`config.mk`:
```
export PLATFORM = sky130hd
export DESIGN_NAME = lc3_fetch_unit_flat
export DESIGN_NICKNAME = d
export VERILOG_FILES = /design/src/rtl/lc3_fetch_unit_if.sv /design/src/rtl/lc3_fetch_unit.sv /design/src/flat_wrapper.sv
export SDC_FILE = /design/constraint.sdc
export NUM_CORES = 1
export LEC_CHECK = 0
export BUFFER_PORTS_ARGS = -buffer_cell sky130_fd_sc_hd__buf_2
export CAP_MARGIN = 20
export CORE_MARGIN = 2
export CORE_UTILIZATION = 30
export CTS_BUF_LIST = sky130_fd_sc_hd__clkbuf_8
export CTS_CLUSTER_DIAMETER = 50
export CTS_CLUSTER_SIZE = 40
export DETAILED_ROUTE_END_ITERATION = 16
export SLEW_MARGIN = 20
export SYNTH_ARGS = -nofsm -noshare
export SYNTH_HDL_FRONTEND = slang
export SYNTH_SLANG_ARGS = --single-unit
```
`constraint.sdc`:
```
create_clock -name clock -period 3.8 [get_ports clock]
set_input_delay 0.76 -clock clock [delete_from_list [all_inputs] [get_ports clock]]
set_output_delay 0.76 -clock clock [all_outputs]
set_load 0.005 [all_outputs]
```
`src/rtl/lc3_fetch_unit_if.sv`:
```
// LC3 fetch unit bus bundle.
// Memory read port plus the decode-facing handshake.
interface lc3_fetch_unit_if;
  logic        stall;
  logic        br_taken;
  logic [15:0] taddr;
  logic [2:0]  psr_wb;
  logic [15:0] instr_mem_dout;
  logic [15:0] pc;
  logic        instrmem_rd;
  logic [15:0] npc_in;
  logic [15:0] Instr_dout;
  logic [2:0]  psr;
  logic        enable_decode;

  modport master (
    input  stall,
    input  br_taken,
    input  taddr,
    input  psr_wb,
    input  instr_mem_dout,
    output pc,
    output instrmem_rd,
    output npc_in,
    output Instr_dout,
    output psr,
    output enable_decode
  );

  modport slave (
    output stall,
    output br_taken,
    output taddr,
    output psr_wb,
    output instr_mem_dout,
    input  pc,
    input  instrmem_rd,
    input  npc_in,
    input  Instr_dout,
    input  psr,
    input  enable_decode
  );
endinterface

```
`src/rtl/lc3_fetch_unit.sv`:
```
// LC3 instruction fetch stage.
// Credit-based reads, in-flight tags, buffered hand-off to decode.
module lc3_fetch_unit #(
  parameter logic [15:0] START_PC    = 16'h3000,
  parameter int          MEM_LATENCY = 1,
  parameter int          FIFO_DEPTH  = 4
) (
  input  logic              clock,
  input  logic              reset,
  input  logic              enable_fetch,
  lc3_fetch_unit_if.master  bus
);

  localparam int L  = MEM_LATENCY;
  localparam int PW = (FIFO_DEPTH > 1) ? $clog2(FIFO_DEPTH) : 1;
  localparam int CW = $clog2(FIFO_DEPTH + 1);

  logic [15:0]   r_pc;
  logic [L-1:0]  r_tag_v;
  logic [15:0]   r_tag_npc [L];
  logic [15:0]   r_buf_ins [FIFO_DEPTH];
  logic [15:0]   r_buf_npc [FIFO_DEPTH];
  logic [PW-1:0] r_head;
  logic [PW-1:0] r_tail;
  logic [CW-1:0] r_count;
  logic [15:0]   r_npc;
  logic [15:0]   r_ins;
  logic [2:0]    r_psr;
  logic          r_ed;

  logic          w_pop;
  logic          w_push;
  logic          w_issue;
  logic [4:0]    w_inflight;
  logic [4:0]    w_used;

  function automatic logic [PW-1:0] f_inc(input logic [PW-1:0] p);
    return (p == PW'(FIFO_DEPTH - 1)) ? '0 : p + PW'(1);
  endfunction

  // Credit accounting: buffered + in-flight, less what leaves now.
  always_comb begin
    w_inflight = '0;
    for (int i = 0; i < L; i++)
      w_inflight = w_inflight + {4'b0, r_tag_v[i]};
    w_pop  = (r_count != '0) & enable_fetch
           & ~bus.stall & ~bus.br_taken;
    w_push = r_tag_v[L-1];
    w_used = {{(5-CW){1'b0}}, r_count} + w_inflight
           - {4'b0, w_pop};
    w_issue = reset & enable_fetch & ~bus.br_taken
            & (w_used < 5'(FIFO_DEPTH));
  end

  // Program counter: redirect wins, else advance on issue.
  always_ff @(posedge clock or negedge reset) begin
    if (!reset)
      r_pc <= START_PC;
    else if (bus.br_taken)
      r_pc <= bus.taddr;
    else if (w_issue)
      r_pc <= r_pc + 16'd1;
  end

  // In-flight tag pipe, one stage per cycle of memory latency.
  always_ff @(posedge clock or negedge reset) begin
    if (!reset) begin
      r_tag_v <= '0;
      for (int i = 0; i < L; i++)
        r_tag_npc[i] <= '0;
    end else if (bus.br_taken) begin
      r_tag_v <= '0;
    end else begin
      r_tag_v[0]   <= w_issue;
      r_tag_npc[0] <= r_pc + 16'd1;
      for (int i = 1; i < L; i++) begin
        r_tag_v[i]   <= r_tag_v[i-1];
        r_tag_npc[i] <= r_tag_npc[i-1];
      end
    end
  end

  // Instruction buffer: circular queue, flushed on redirect.
  always_ff @(posedge clock or negedge reset) begin
    if (!reset) begin
      r_head  <= '0;
      r_tail  <= '0;
      r_count <= '0;
      for (int i = 0; i < FIFO_DEPTH; i++) begin
        r_buf_ins[i] <= '0;
        r_buf_npc[i] <= '0;
      end
    end else if (bus.br_taken) begin
      r_head  <= '0;
      r_tail  <= '0;
      r_count <= '0;
    end else begin
      if (w_push) begin
        r_buf_ins[r_tail] <= bus.instr_mem_dout;
        r_buf_npc[r_tail] <= r_tag_npc[L-1];
        r_tail            <= f_inc(r_tail);
      end
      if (w_pop)
        r_head <= f_inc(r_head);
      r_count <= r_count + CW'(w_push) - CW'(w_pop);
    end
  end

  // Decode-facing registers: load on pop, hold otherwise.
  always_ff @(posedge clock or negedge reset) begin
    if (!reset) begin
      r_ed  <= 1'b0;
      r_ins <= '0;
      r_npc <= '0;
      r_psr <= '0;
    end else if (w_pop) begin
      r_ed  <= 1'b1;
      r_ins <= r_buf_ins[r_head];
      r_npc <= r_buf_npc[r_head];
      r_psr <= bus.psr_wb;
    end else begin
      r_ed  <= 1'b0;
    end
  end

  assign bus.pc            = r_pc;
  assign bus.instrmem_rd   = w_issue;
  assign bus.npc_in        = r_npc;
  assign bus.Instr_dout    = r_ins;
  assign bus.psr           = r_psr;
  assign bus.enable_decode = r_ed;

endmodule

```
`src/flat_wrapper.sv`:
```
// flat-port wrapper written by rule: the top's interface ports become plain ports
module lc3_fetch_unit_flat 
#(
  parameter logic [15:0] START_PC    = 16'h3000,
  parameter int          MEM_LATENCY = 1,
  parameter int          FIFO_DEPTH  = 4
)
  (clock, reset, enable_fetch, bus_stall, bus_br_taken, bus_taddr, bus_psr_wb, bus_instr_mem_dout, bus_pc, bus_instrmem_rd, bus_npc_in, bus_Instr_dout, bus_psr, bus_enable_decode);
  lc3_fetch_unit_if bus_i ();
  input  logic clock;
  input  logic reset;
  input  logic enable_fetch;
  input wire logic [$bits(bus_i.stall)-1:0] bus_stall;
  input wire logic [$bits(bus_i.br_taken)-1:0] bus_br_taken;
  input wire logic [$bits(bus_i.taddr)-1:0] bus_taddr;
  input wire logic [$bits(bus_i.psr_wb)-1:0] bus_psr_wb;
  input wire logic [$bits(bus_i.instr_mem_dout)-1:0] bus_instr_mem_dout;
  output wire logic [$bits(bus_i.pc)-1:0] bus_pc;
  output wire logic [$bits(bus_i.instrmem_rd)-1:0] bus_instrmem_rd;
  output wire logic [$bits(bus_i.npc_in)-1:0] bus_npc_in;
  output wire logic [$bits(bus_i.Instr_dout)-1:0] bus_Instr_dout;
  output wire logic [$bits(bus_i.psr)-1:0] bus_psr;
  output wire logic [$bits(bus_i.enable_decode)-1:0] bus_enable_decode;
  assign bus_i.stall = bus_stall;
  assign bus_i.br_taken = bus_br_taken;
  assign bus_i.taddr = bus_taddr;
  assign bus_i.psr_wb = bus_psr_wb;
  assign bus_i.instr_mem_dout = bus_instr_mem_dout;
  assign bus_pc = bus_i.pc;
  assign bus_instrmem_rd = bus_i.instrmem_rd;
  assign bus_npc_in = bus_i.npc_in;
  assign bus_Instr_dout = bus_i.Instr_dout;
  assign bus_psr = bus_i.psr;
  assign bus_enable_decode = bus_i.enable_decode;
  lc3_fetch_unit #(.START_PC(START_PC), .MEM_LATENCY(MEM_LATENCY), .FIFO_DEPTH(FIFO_DEPTH)) u_core (.clock(clock), .reset(reset), .enable_fetch(enable_fetch), .bus(bus_i));
endmodule
```
## Word-level counts from Yosys, hierarchy flattened

Cells that the tools add are included.

| cells by class | value |
|---|---|
| div/mod/pow operators | 0 |
| multiplexer cells | 21 |
| $mul | 0 |
| shifts and indexed selects | 0 |
| eq/ne operators | 2 |
| $lt $le $gt $ge | 4 |
| reductions and logical operators | 6 |
| bitwise operators | 10 |
| add/subtract/negate cells | 7 |

Operators with widths:

| operator | number |
|---|---|
| $bwmux 64 | 2 |
| $mux 16 | 7 |
| $bmux 16 s2 | 2 |
| $demux 16 s2 | 1 |
| $add 16x1->16 const B | 1 |
| $mux 2 | 6 |
| $and 1x1->1 | 6 |
| $ge 3x3->1 const B | 2 |
| $not 2->3 | 2 |
| $reduce_bool 2->1 | 3 |
| $lt 5x3->1 const B | 1 |
| $sub 5x1->5 | 1 |
| $add 2x1->2 const B | 2 |
| $add 3x1->4 | 1 |
| $eq 2x2->1 const B | 2 |
| $add 3x1->3 | 1 |
| $lt 3x1->1 const B | 1 |
| $mux 3 | 1 |
| $reduce_bool 3->1 | 1 |
| $sub 3x1->3 | 1 |
| $mux 1 | 2 |
| $not 1->1 | 2 |
| $reduce_and 2->1 | 1 |
| $logic_and 1x1->1 | 1 |

| word-level totals | value |
|---|---|
| input bits | 40 |
| ROM bits | 0 |
| latch bits | 0 |
| memories kept | 0 |
| register bits | 204 |
| memory bits (writable) | 0 |

## Longest topological paths before layout

| depth | value |
|---|---|
| depth after elaboration | 9 |
| mapped depth | 12 |
| depth with buffers taken out | 10 |

## Least setup slack after synthesis

No wires, ideal clock.

| path | value |
|---|---|
| path type | input-to-reg |
| start point | input port bus_br_taken |
| end point | register u_core.r_count[2] |
| setup time | 0.131 ns |
| cell stages on the path | 12 |
| path buffers | 2 |
| arrival time | 2.842 ns |
| setup slack | 0.827 ns |
| path through | buf_6 nor3b_1 nand2_1 clkbuf_1 inv_1 ha_1 inv_1 ha_1 inv_1 fa_1 xnor2_1 nor2_1 |

| between the ends | value |
|---|---|
| longest elaborated chain between the ends | 4 |

RTL lines:

| element | line | source |
|---|---|---|
| start: declaration | flat_wrapper.sv:14 | `input wire logic [$bits(bus_i.br_taken)-1:0] bus_br_taken;` |
| $not 1->1 (no line) | - |  |
| $and 1x1->1 | lc3_fetch_unit.sv:47 | `& ~bus.stall & ~bus.br_taken;` |
| net u_core.w_pop | lc3_fetch_unit.sv:31 | `logic w_pop;` |
| $sub 3x1->3 | lc3_fetch_unit.sv:105 | `r_count <= r_count + CW'(w_push) - CW'(w_pop);` |
| $mux 3 | lc3_fetch_unit.sv:93 | `end else if (bus.br_taken) begin` |
| end signal: assignment | lc3_fetch_unit.sv:105 |  |
| end: declaration | lc3_fetch_unit.sv:25 | `logic [CW-1:0] r_count;` |

The timed path passes the listed nets, and every way through them passes these cells.
A chain may end at the register's enable or synchronous reset.

## Worst setup path in the final report

| path | value |
|---|---|
| start point | register u_core.r_tag_v |
| end point | output port bus_instrmem_rd |

| between the ends | value |
|---|---|
| longest elaborated chain between the ends | 4 |

RTL lines:

| element | line | source |
|---|---|---|
| start: declaration | lc3_fetch_unit.sv:19 | `logic [L-1:0] r_tag_v;` |
| start signal: indexed assignment | lc3_fetch_unit.sv:77 | `r_tag_v[i] <= r_tag_v[i-1];` |
| $add 3x1->4 | lc3_fetch_unit.sv:49 | `w_used = {{(5-CW){1'b0}}, r_count} + w_inflight` |
| $sub 5x1->5 | lc3_fetch_unit.sv:50 | `- {4'b0, w_pop};` |
| $lt 5x3->1 | lc3_fetch_unit.sv:52 | `& (w_used < 5'(FIFO_DEPTH));` |
| $and 1x1->1 | lc3_fetch_unit.sv:52 |  |
| end: declaration | flat_wrapper.sv:19 | `output wire logic [$bits(bus_i.instrmem_rd)-1:0] bus_instrmem_rd;` |

No other way between the ends.

==> metrics <==
DRT iter0 DRCs=247; yosys synthesis warning count=0; post-CTS sizing=0; Avg Cell Area, Syn=14.4 sq um; TritonCTS clock tree=done; Final setup viols=0; Synth area leader=dfrtp_1; die height=177 um; DRT antenna net count=0; area fraction in and, or, nand and nor cells after synthesis=5.27%; CORE AREA=29600 sq um; Post-Route WL=19.5 mm; first-pass GRT wire length=31.9 mm; total grt overflow=0; Peak VDD IR=227 uV; Vias/cell=4.68; number of synthesized flops with an enable pin=0; crit-path max FO=9; post-route worst setup slack=0.449 ns; Detailed Place HPWL=12.5 mm; power density cells=559 nW/um^2; Starting Density=30.4%; Fill cells=2878; synthesis-stage register bit count=204; critical-path cell list=ha_1 -> ha_1 -> or2_2 -> nor4_4 -> buf_4 -> o21ai_2 -> inv_1 -> buf_2; Worst-Margin Slew=0.892 ns; post-synthesis compound-gate area fraction=2.86%; ys async rst share=100%; vias in the first global route=5599; worst slack at placement=0.753 ns; Req. time, crit path=3.04 ns; # IOs=93; setup bufs post-CTS=0; RSZ-0062 raised after global routing=false; main combinational cell family by area after synthesis=multiplexers; Vias=5331; register area=5110 sq um; post-synth cell types=39; DRC Markers=0; Worst Setup End Kind=primary output; Synth Instances=624; H-Tree Depth=1; synthesized cell area=9000 sq um; drt wl/cell=17.1 um; Die ar.=31400 sq um; Final #Nets=778; Hold-fix buffers, CTS=0; largest cells by area after synthesis=dfrtp_1 (56%), mux2_2 (20%), mux4_2 (8.0%), nand2_1 (2.1%), xor2_1 (1.8%); Slew Viols, Final=0; initial antenna violation count=0; Yosys top cell area share=56.2%; Fin Clk Skew=0.0411 ns; Crit path largest cell delay=0.45 ns; post-synthesis mux area share=28.3%; Area Overhead vs Synth=17.7%; largest net degree at the start of global routing=68; CP Class=reg -> out; CP max-delay cell=dfrtp_1; Die X-Extent=177 um; slew margin rel.=40.0%; layout cells sized above 1=48.2%; drt first pass iters=4; max cap viols=0; Worst setup SP type=flop; Max Clk Rate=298 MHz; worst skew pair latency=0.57 ns; Mapped Nets=675; GPL Wtd Cong=0.754; Ant. Diodes=0; leak pwr=5.01 nW; Primary FF master, synth=dfrtp_1; Final Cycle Share=88.2%; PortBufs=92; post-synthesis adder-cell area fraction=1.61%; crit path DAT=2.59 ns; GRT Util Overall=12.9%; CTS buffer count=28; outcome=finished clean; minimum clock period=3.35 ns; Seq/Total Area, Yosys=56.8%; Final TNS setup=0 ns; CTS sink cnt=204; multi-input logic area=3720 sq um; Post-Synth XOR/XNOR Area=3.31%; worst min path class=in -> async; Max Root-Sink Buffers=3; Final Hold Vio Count=0; Worst-path clk slew=0.08 ns; Cell Rows=63; CP dominant cell by count=ha_1; Clock Root Buffer=clkbuf_8
## path summary, 6_finish.rpt
check,startpoint,to,slack [ns],cells after the start
worst max-delay path,u_core.r_tag_v,bus_instrmem_rd,0.45,8
worst max register to register,u_core.r_tag_v,u_core.bus.pc[8],1.21,7
worst min-delay path,reset,u_core.bus.Instr_dout[6],0.13,1
max in group asynchronous,reset,u_core.r_buf_npc[6],2.07,3
worst min register to register,u_core.bus.psr[2],u_core.bus.psr[2],0.47,2
min in group clock,bus_psr_wb[0],u_core.bus.psr[0],0.38,3
## layout by cell type (no fill, tap or decap), drive strengths merged, types with 2 or more instances in the layout
cell,Yosys,routed
dfstp,2,2
and2,6,6
nor3b,2,2
dfrtp,202,202
xnor2,15,15
or2,2,2
clkinvlp,0,4
mux2,161,161
ha,10,10
clkinv,0,6
or3,2,2
o2111ai,4,4
nand2,50,50
and4,4,4
xor2,19,19
nand3,4,4
and3,3,3
nor2,10,10
clkbuf,16,35
inv,10,17
nor4,7,7
mux4,32,32
a31oi,3,3
o21ai,31,31
o211ai,4,4
buf,17,105
## kinds of logic (layout without fill, tap and decap cells)
group | after synthesis | in the layout
xor+xnor | 34 | 34
flops | 204 | 204
mux | 194 | 194
buf+inv | 43 | 168
compound gates | 43 | 43
fa+ha+maj | 11 | 11
simple gates | 95 | 95
## cells in the mapped netlist (2+ instances only)
| cell type | n |
|---|---|
| buf_2 | 2 |
| buf_1 | 14 |
| inv_1 | 10 |
| and3_1 | 3 |
| o2111ai_1 | 4 |
| or2_2 | 2 |
| mux2_2 | 161 |
| a31oi_1 | 2 |
| o211ai_1 | 4 |
| nor4_1 | 6 |
| xnor2_1 | 15 |
| or3_1 | 2 |
| dfstp_2 | 2 |
| dfrtp_1 | 202 |
| o21ai_0 | 30 |
| ha_1 | 10 |
| clkbuf_1 | 16 |
| nor2_1 | 9 |
| nand3_1 | 4 |
| mux4_2 | 32 |
| xor2_1 | 19 |
| nor3b_1 | 2 |
| nand2_1 | 50 |
| and2_1 | 5 |
| and4_1 | 4 |
## critical path, delay by kind of cell (launching register included)
kind | cells | cell delay [ns]
compound gates | 1 | 0.09
fa+ha+maj | 2 | 0.50
buf+inv | 3 | 0.47
flops | 1 | 0.45
simple gates | 2 | 0.52
## registers in the layout (all words and copies together), names as in the netlist
register,cells
u_core.bus.Instr_dout,16
u_core.bus.enable_decode,1
u_core.bus.npc_in,16
u_core.bus.pc,16
u_core.bus.psr,3
u_core.r_buf_ins,64
u_core.r_buf_npc,64
u_core.r_count,3
u_core.r_head,2
u_core.r_tag_npc,16
u_core.r_tag_v,1
u_core.r_tail,2
## area by class of cell
class | instances | area share [%]
Tap cell | 390 | 4.61
Sequential cell | 204 | 48.2
Clock inverter | 18 | 1.83
Clock buffer | 34 | 4.42
Multi-Input combinational cell | 377 | 35.1
Inverter | 10 | 0.354
Timing Repair Buffer | 106 | 5.42
## power by group
part / total [mW] / switching [mW] / leakage (nW) / internal [mW]
combinational: 1.11 / 0.439 / 1.99 / 0.672
sequential: 2.89 / 0.281 / 2.69 / 2.61
clock: 1.92 / 0.974 / 0.330 / 0.946
total: 5.92 / 1.69 / 5.01 / 4.23
## metrics by stage
stage	cells	utilization [%]	power, mW	hold WS (ns)	cell area [sq um]
after floorplan	624	-	3.58	0.464	9000
after global placement	1087	33.6	4.04	0.466	9930
after detailed placement	1087	33.6	4.07	0.466	9930
after CTS	1139	35.8	6.03	0.114	10600
after global routing	1139	35.8	6.30	0.118	10600
final	1139	35.8	5.92	0.134	10600
## metal layers
metal	part of all wire (%)	vias up	track usage, %
met5	0	-	0
met4	2.2	0	3.20
met3	3.4	34	2.28
met2	45	87	20.1
met1	49	2736	18.4
li1	-	2474	-
Note: power is estimated with default switching activity, not from simulation.
